[src/rtl/lifo_stack.sv]
// rtl/lifo_stack.sv - parametrised LIFO with push/pop strobes, replace-top, count and sticky error flags
// Optional: LIFO_STACK_WRAP_EN makes push-while-full overwrite the oldest entry.
module lifo_stack #(
  parameter int width = 8,
  parameter int depth = 3
) (
  input  logic             clk,
  input  logic             clr,
  input  logic             en,
  input  logic             push,
  input  logic             pop,
  input  logic [width-1:0] push_data,
  input  logic             err_clr,
  output logic [width-1:0] peek,
  output logic [depth:0]   count,
  output logic             full,
  output logic             not_empty,
  output logic             overflow,
  output logic             underflow
);

  logic [width-1:0] mem [2**depth];

  logic [depth-1:0] tp_q, tp_d;
  logic [depth:0]   count_q, count_d;
  logic [width-1:0] peek_q, peek_d;
  logic             full_q, not_empty_q, ovf_q, unf_q;
  logic             ovf_d, unf_d, ovf_set, unf_set;
  logic             wr_en;
  logic [depth-1:0] wr_addr;
  logic [depth-1:0] tp_p1, tp_m1;
  logic             is_full, is_empty;

  assign tp_p1    = tp_q + depth'(1);
  assign tp_m1    = tp_q - depth'(1);
  // count never exceeds 2**depth, so its MSB alone marks full
  assign is_full  = count_q[depth];
  assign is_empty = (count_q == '0);

  always_comb begin
    tp_d    = tp_q;
    count_d = count_q;
    peek_d  = peek_q;
    ovf_set = 1'b0;
    unf_set = 1'b0;
    wr_en   = 1'b0;
    wr_addr = tp_p1;
    if (en) begin
      if (push && pop) begin
        if (is_empty) begin
          wr_en   = 1'b1;
          tp_d    = tp_p1;
          count_d = count_q + (depth+1)'(1);
          peek_d  = push_data;
          unf_set = 1'b1;
        end else begin
          wr_en   = 1'b1;
          wr_addr = tp_q;
          peek_d  = push_data;
        end
      end else if (push) begin
        if (!is_full) begin
          wr_en   = 1'b1;
          tp_d    = tp_p1;
          count_d = count_q + (depth+1)'(1);
          peek_d  = push_data;
        end else begin
          ovf_set = 1'b1;
`ifdef LIFO_STACK_WRAP_EN
          wr_en   = 1'b1;
          tp_d    = tp_p1;
          peek_d  = push_data;
`endif
        end
      end else if (pop) begin
        if (is_empty) begin
          unf_set = 1'b1;
        end else begin
          tp_d    = tp_m1;
          count_d = count_q - (depth+1)'(1);
          peek_d  = (count_q > (depth+1)'(1)) ? mem[tp_m1] : '0;
        end
      end
    end
    // a same-cycle error wins over err_clr
    ovf_d = ovf_set | (ovf_q & ~err_clr);
    unf_d = unf_set | (unf_q & ~err_clr);
  end

  always_ff @(posedge clk) begin
    if (clr) begin
      tp_q        <= '0;
      count_q     <= '0;
      peek_q      <= '0;
      full_q      <= 1'b0;
      not_empty_q <= 1'b0;
      ovf_q       <= 1'b0;
      unf_q       <= 1'b0;
    end else begin
      tp_q        <= tp_d;
      count_q     <= count_d;
      peek_q      <= peek_d;
      full_q      <= count_d[depth];
      not_empty_q <= (count_d != '0);
      ovf_q       <= ovf_d;
      unf_q       <= unf_d;
    end
  end

  always_ff @(posedge clk) begin
    if (!clr && wr_en) mem[wr_addr] <= push_data;
  end

  assign peek      = peek_q;
  assign count     = count_q;
  assign full      = full_q;
  assign not_empty = not_empty_q;
  assign overflow  = ovf_q;
  assign underflow = unf_q;

endmodule

[config.mk]
export PLATFORM = sky130hd
export DESIGN_NAME = lifo_stack
export DESIGN_NICKNAME = d
export VERILOG_FILES = /design/src/rtl/lifo_stack.sv
export SDC_FILE = /design/constraint.sdc
export NUM_CORES = 1
export LEC_CHECK = 0
export CAP_MARGIN = 20
export CORE_ASPECT_RATIO = 1.5
export CORE_UTILIZATION = 70
export CTS_BUF_LIST = sky130_fd_sc_hd__clkbuf_4 sky130_fd_sc_hd__clkbuf_8
export DETAILED_ROUTE_END_ITERATION = 12
export DONT_BUFFER_PORTS = 1
export PLACE_DENSITY = 0.86
export REMOVE_ABC_BUFFERS = 1
export SLEW_MARGIN = 20
export SYNTH_ARGS = -nofsm -noshare
export SYNTH_HDL_FRONTEND = slang
export SYNTH_SLANG_ARGS = --single-unit
[constraint.sdc]
create_clock -name clk -period 4.2 [get_ports clk]
set_input_delay 1.05 -clock clk [delete_from_list [all_inputs] [get_ports clk]]
set_output_delay 1.05 -clock clk [all_outputs]
set_load 0.02 [all_outputs]
==> summary.txt <==
data arrival time at the worst-slack endpoint: 3.21 ns
slew margin rel.: 38.83%
number of DRC markers in iteration 0: 201
Yosys reg bits: 82
power spent charging and discharging nets: 465.3 µW
Worst EP required: 4.18 ns
post-route cell area: 3879 µm²
maximum net fanout on the critical path: 8
routability congestion estimate from global placement: 0.7913
run status: complete, no violations
total CTS buffers: 9
path category of the worst min-delay check: flip-flop to flip-flop
library cells used by synthesis: 46
full die area: 5548 µm²
end of the worst register-to-register path: mem[4][6]
Sequential Area: 2282 µm²
half-perimeter wire length of the detailed placement result: 4805 µm
clock tree from TritonCTS: done
worst reg2reg path depth: 7
power share of the sequential group: 52.7%
number of max-slew violations in the final report: 0
routed wire length: 7355 µm
leak pwr: 1.284 nW
floorplan die width: 61.15 µm
total vias in the final route: 2136
ys flop type: edfxtp_1
count of flip-flops with a built-in enable after synthesis: 64
portion of total power attributed to the clock network: 31.9%
internal power: 1.318 mW
area used by multi-input combinational logic: 1260 µm²
latest clock arrival within the worst-skew pair: 0.36 ns
maximum clock frequency: 309.1 MHz
total grt overflow: 0
filler instances: 301
ratio of cells with drive above 1 in the final layout: 19.14%
critical path launch point type: flip-flop
average size of a mapped cell: 14.46 µm²
reg2reg start: count[1]
Starting Density: 74.57%
number of vias per cell after detailed routing: 6.634
Final Skew: 0.01124 ns
wire length of the first global-routing pass: 10940 µm
Floorplan Core Area: 4926 µm²
Worst-path clk slew: 0.08 ns
IO Port Bufs: 0
largest net degree at the start of global routing: 25
number of gates resized after CTS: 0
via count of the first global-routing pass: 2151
area added between synthesis and finish: 5.586%
share of async-settable or async-resettable flops after synthesis: 0%
Num Clock Sinks: 82
net count of the finished layout: 271
post-detailed-route count of antenna-violating nets: 0
setup bufs post-CTS: 0
Placement Cell Area: 3677 µm²
sink of the worst hold path: tp_q[1]
number of optimization iterations in the first detailed-route pass: 4
YS warnings: 0
maximum resistive drop on vdd: 0.3314 mV
register area share after synthesis: 62.13%
Die Height: 90.72 µm
critical setup path kind: flip-flop to flip-flop
crit share post-route: 77.03%
final routed DRC violation total: 0
total global-route track usage: 29.77%
combinational group share of total power: 15.5%
post-layout minimum cycle time: 3.235 ns
max-capacitance violation count: 0
worst-case clock buffer depth: 2
endpoints failing hold: 0
count of hold buffers inserted by post-cts repair: 0
Root Buffer Master: clkbuf_8
deepest level of the CTS H-tree: 3
total negative slack: 0 ns
total power divided by cell area: 459.7 nW/µm²
final setup vio count: 0
switching power share of the total: 26.10%
Worst R2R Setup Slack: 0.96 ns
number of instances on the worst hold path: 2
setup repair after global routing missed its margin: no
diode insertion count for antenna repair: 0
kind of capture point of the worst setup path: flip-flop
number of antenna violations at the first check in global routing: 0
transition time at the pin with the least slew margin: 0.9157 ns
standard-cell row count: 31
min-delay src: tp_q[1]
number of standard cells after synthesis: 254
mapped cell area: 3674 µm²
count of pins on the block boundary: 30
wire length per cell after detailed routing: 22.84 µm
-- cells in the mapped netlist (2+ instances only) --
master	instances	area [µm²]
a211oi_1	8	60.06
nor3_1	3	15.01
nand2b_1	3	18.77
xnor2_1	2	17.52
mux4_2	16	360.4
nor2_1	24	90.09
clkbuf_1	4	15.01
dfxtp_1	18	360.4
mux2_2	9	101.4
a21oi_1	11	55.05
o211ai_1	2	15.01
o21ai_0	6	30.03
a22oi_1	8	60.06
nor2b_1	6	37.54
and3_1	2	12.51
buf_2	6	30.03
ha_1	6	75.07
nand3_1	3	15.01
edfxtp_1	64	1922
inv_1	12	45.04
a32oi_1	2	17.52
nand2_1	8	30.03
or4_1	2	15.01
mux2i_1	4	40.04
buf_4	4	30.03
-- state kept, by name (all words and copies together), names as in the netlist --
name / count
mem: 64
overflow: 1
tp_q: 3
underflow: 1
peek: 8
count: 4
not_empty: 1
-- cell usage in the layout, fill, tap and decap left out, drive strengths merged, types with 2 or more instances in the layout --
master | synthesis | final
edfxtp | 64 | 64
nor2 | 24 | 24
dfxtp | 18 | 18
mux4 | 16 | 16
inv | 12 | 14
a21oi | 12 | 12
mux2 | 10 | 10
clkbuf | 4 | 9
nand2 | 8 | 8
a22oi | 8 | 8
a211oi | 8 | 8
o21ai | 6 | 6
nor2b | 6 | 6
ha | 6 | 6
mux2i | 4 | 4
nand3 | 3 | 3
nor3 | 3 | 3
nand2b | 3 | 3
or4 | 2 | 2
xnor2 | 2 | 2
o211ai | 2 | 2
and3 | 2 | 2
a32oi | 2 | 2
clkinvlp | 0 | 2
a221oi | 2 | 2
clkinv | 0 | 2
-- worst max-delay path by stage --
stage / to / depth (start not counted) / slack (ns) / startpoint
3_5_place_dp: mem[4][0] / 7 / 0.97 / count[0]
2_1_floorplan: mem[6][0] / 5 / 1.11 / tp_q[0]
5_1_grt: mem[4][1] / 7 / 0.78 / count[1]
6_report: mem[4][6] / 7 / 0.96 / count[1]
3_3_place_gp: mem[4][2] / 7 / 1.14 / count[1]
4_1_cts: mem[4][1] / 7 / 0.97 / count[0]
-- stage by stage --
stage | worst slack [ns] | hold WS, ns | utilization (%) | total power [mW] | cells
after floorplan | 1.107 | 0.4739 | - | 1.173 | 239
after global placement | 1.137 | 0.5049 | 74.65 | 1.225 | 306
after detailed placement | 0.9686 | 0.5165 | 74.65 | 1.230 | 306
after CTS | 0.9708 | 0.5290 | 78.74 | 1.793 | 322
after global routing | 0.7817 | 0.5423 | 78.74 | 1.854 | 322
final | 0.9647 | 0.5245 | 78.74 | 1.783 | 322
-- power groups by stage --
stage,registers (mW),clock network (mW),logic (mW)
6_report,0.939,0.568,0.276
3_5_place_dp,0.957,0,0.273
2_1_floorplan,0.961,0,0.212
4_1_cts,0.940,0.576,0.277
3_3_place_gp,0.956,0,0.269
5_1_grt,0.943,0.612,0.299
-- kinds of logic after synthesis --
family | after synthesis | share of synthesized area, %
AO/OA/AOI/OAI | 46 | 8.958
XOR/XNOR | 3 | 0.9198
adder cells (fa/ha/maj) | 6 | 2.044
buffers and inverters | 27 | 3.576
flip-flops | 82 | 62.13
multiplexers | 30 | 14.07
AND/OR/NAND/NOR | 60 | 8.311
-- cell type report --
class	instances	share of cell area, %
inverter	12	1.161
timing repair buffer	1	0.1935
tap	66	2.129
clock inverter	7	2.000
clock buffer	9	3.194
sequential	82	58.84
multi-input combinational	145	32.48
-- worst max-delay path, stage by stage (launching register included) --
cell,delay (ns)
dfxtp_1,0.56
inv_1,0.15
ha_1,0.29
nor3b_2,0.21
or3_1,0.47
mux2i_1,0.18
o21ai_0,0.24
nor2b_1,0.77
-- layer usage --
layer,GRT usage (%),wire length [µm]
met1,34.14,2562
met2,47.92,3923
met3,8.453,575
met4,17.23,294
met5,0,0
(Power assumes the default switching activity.)
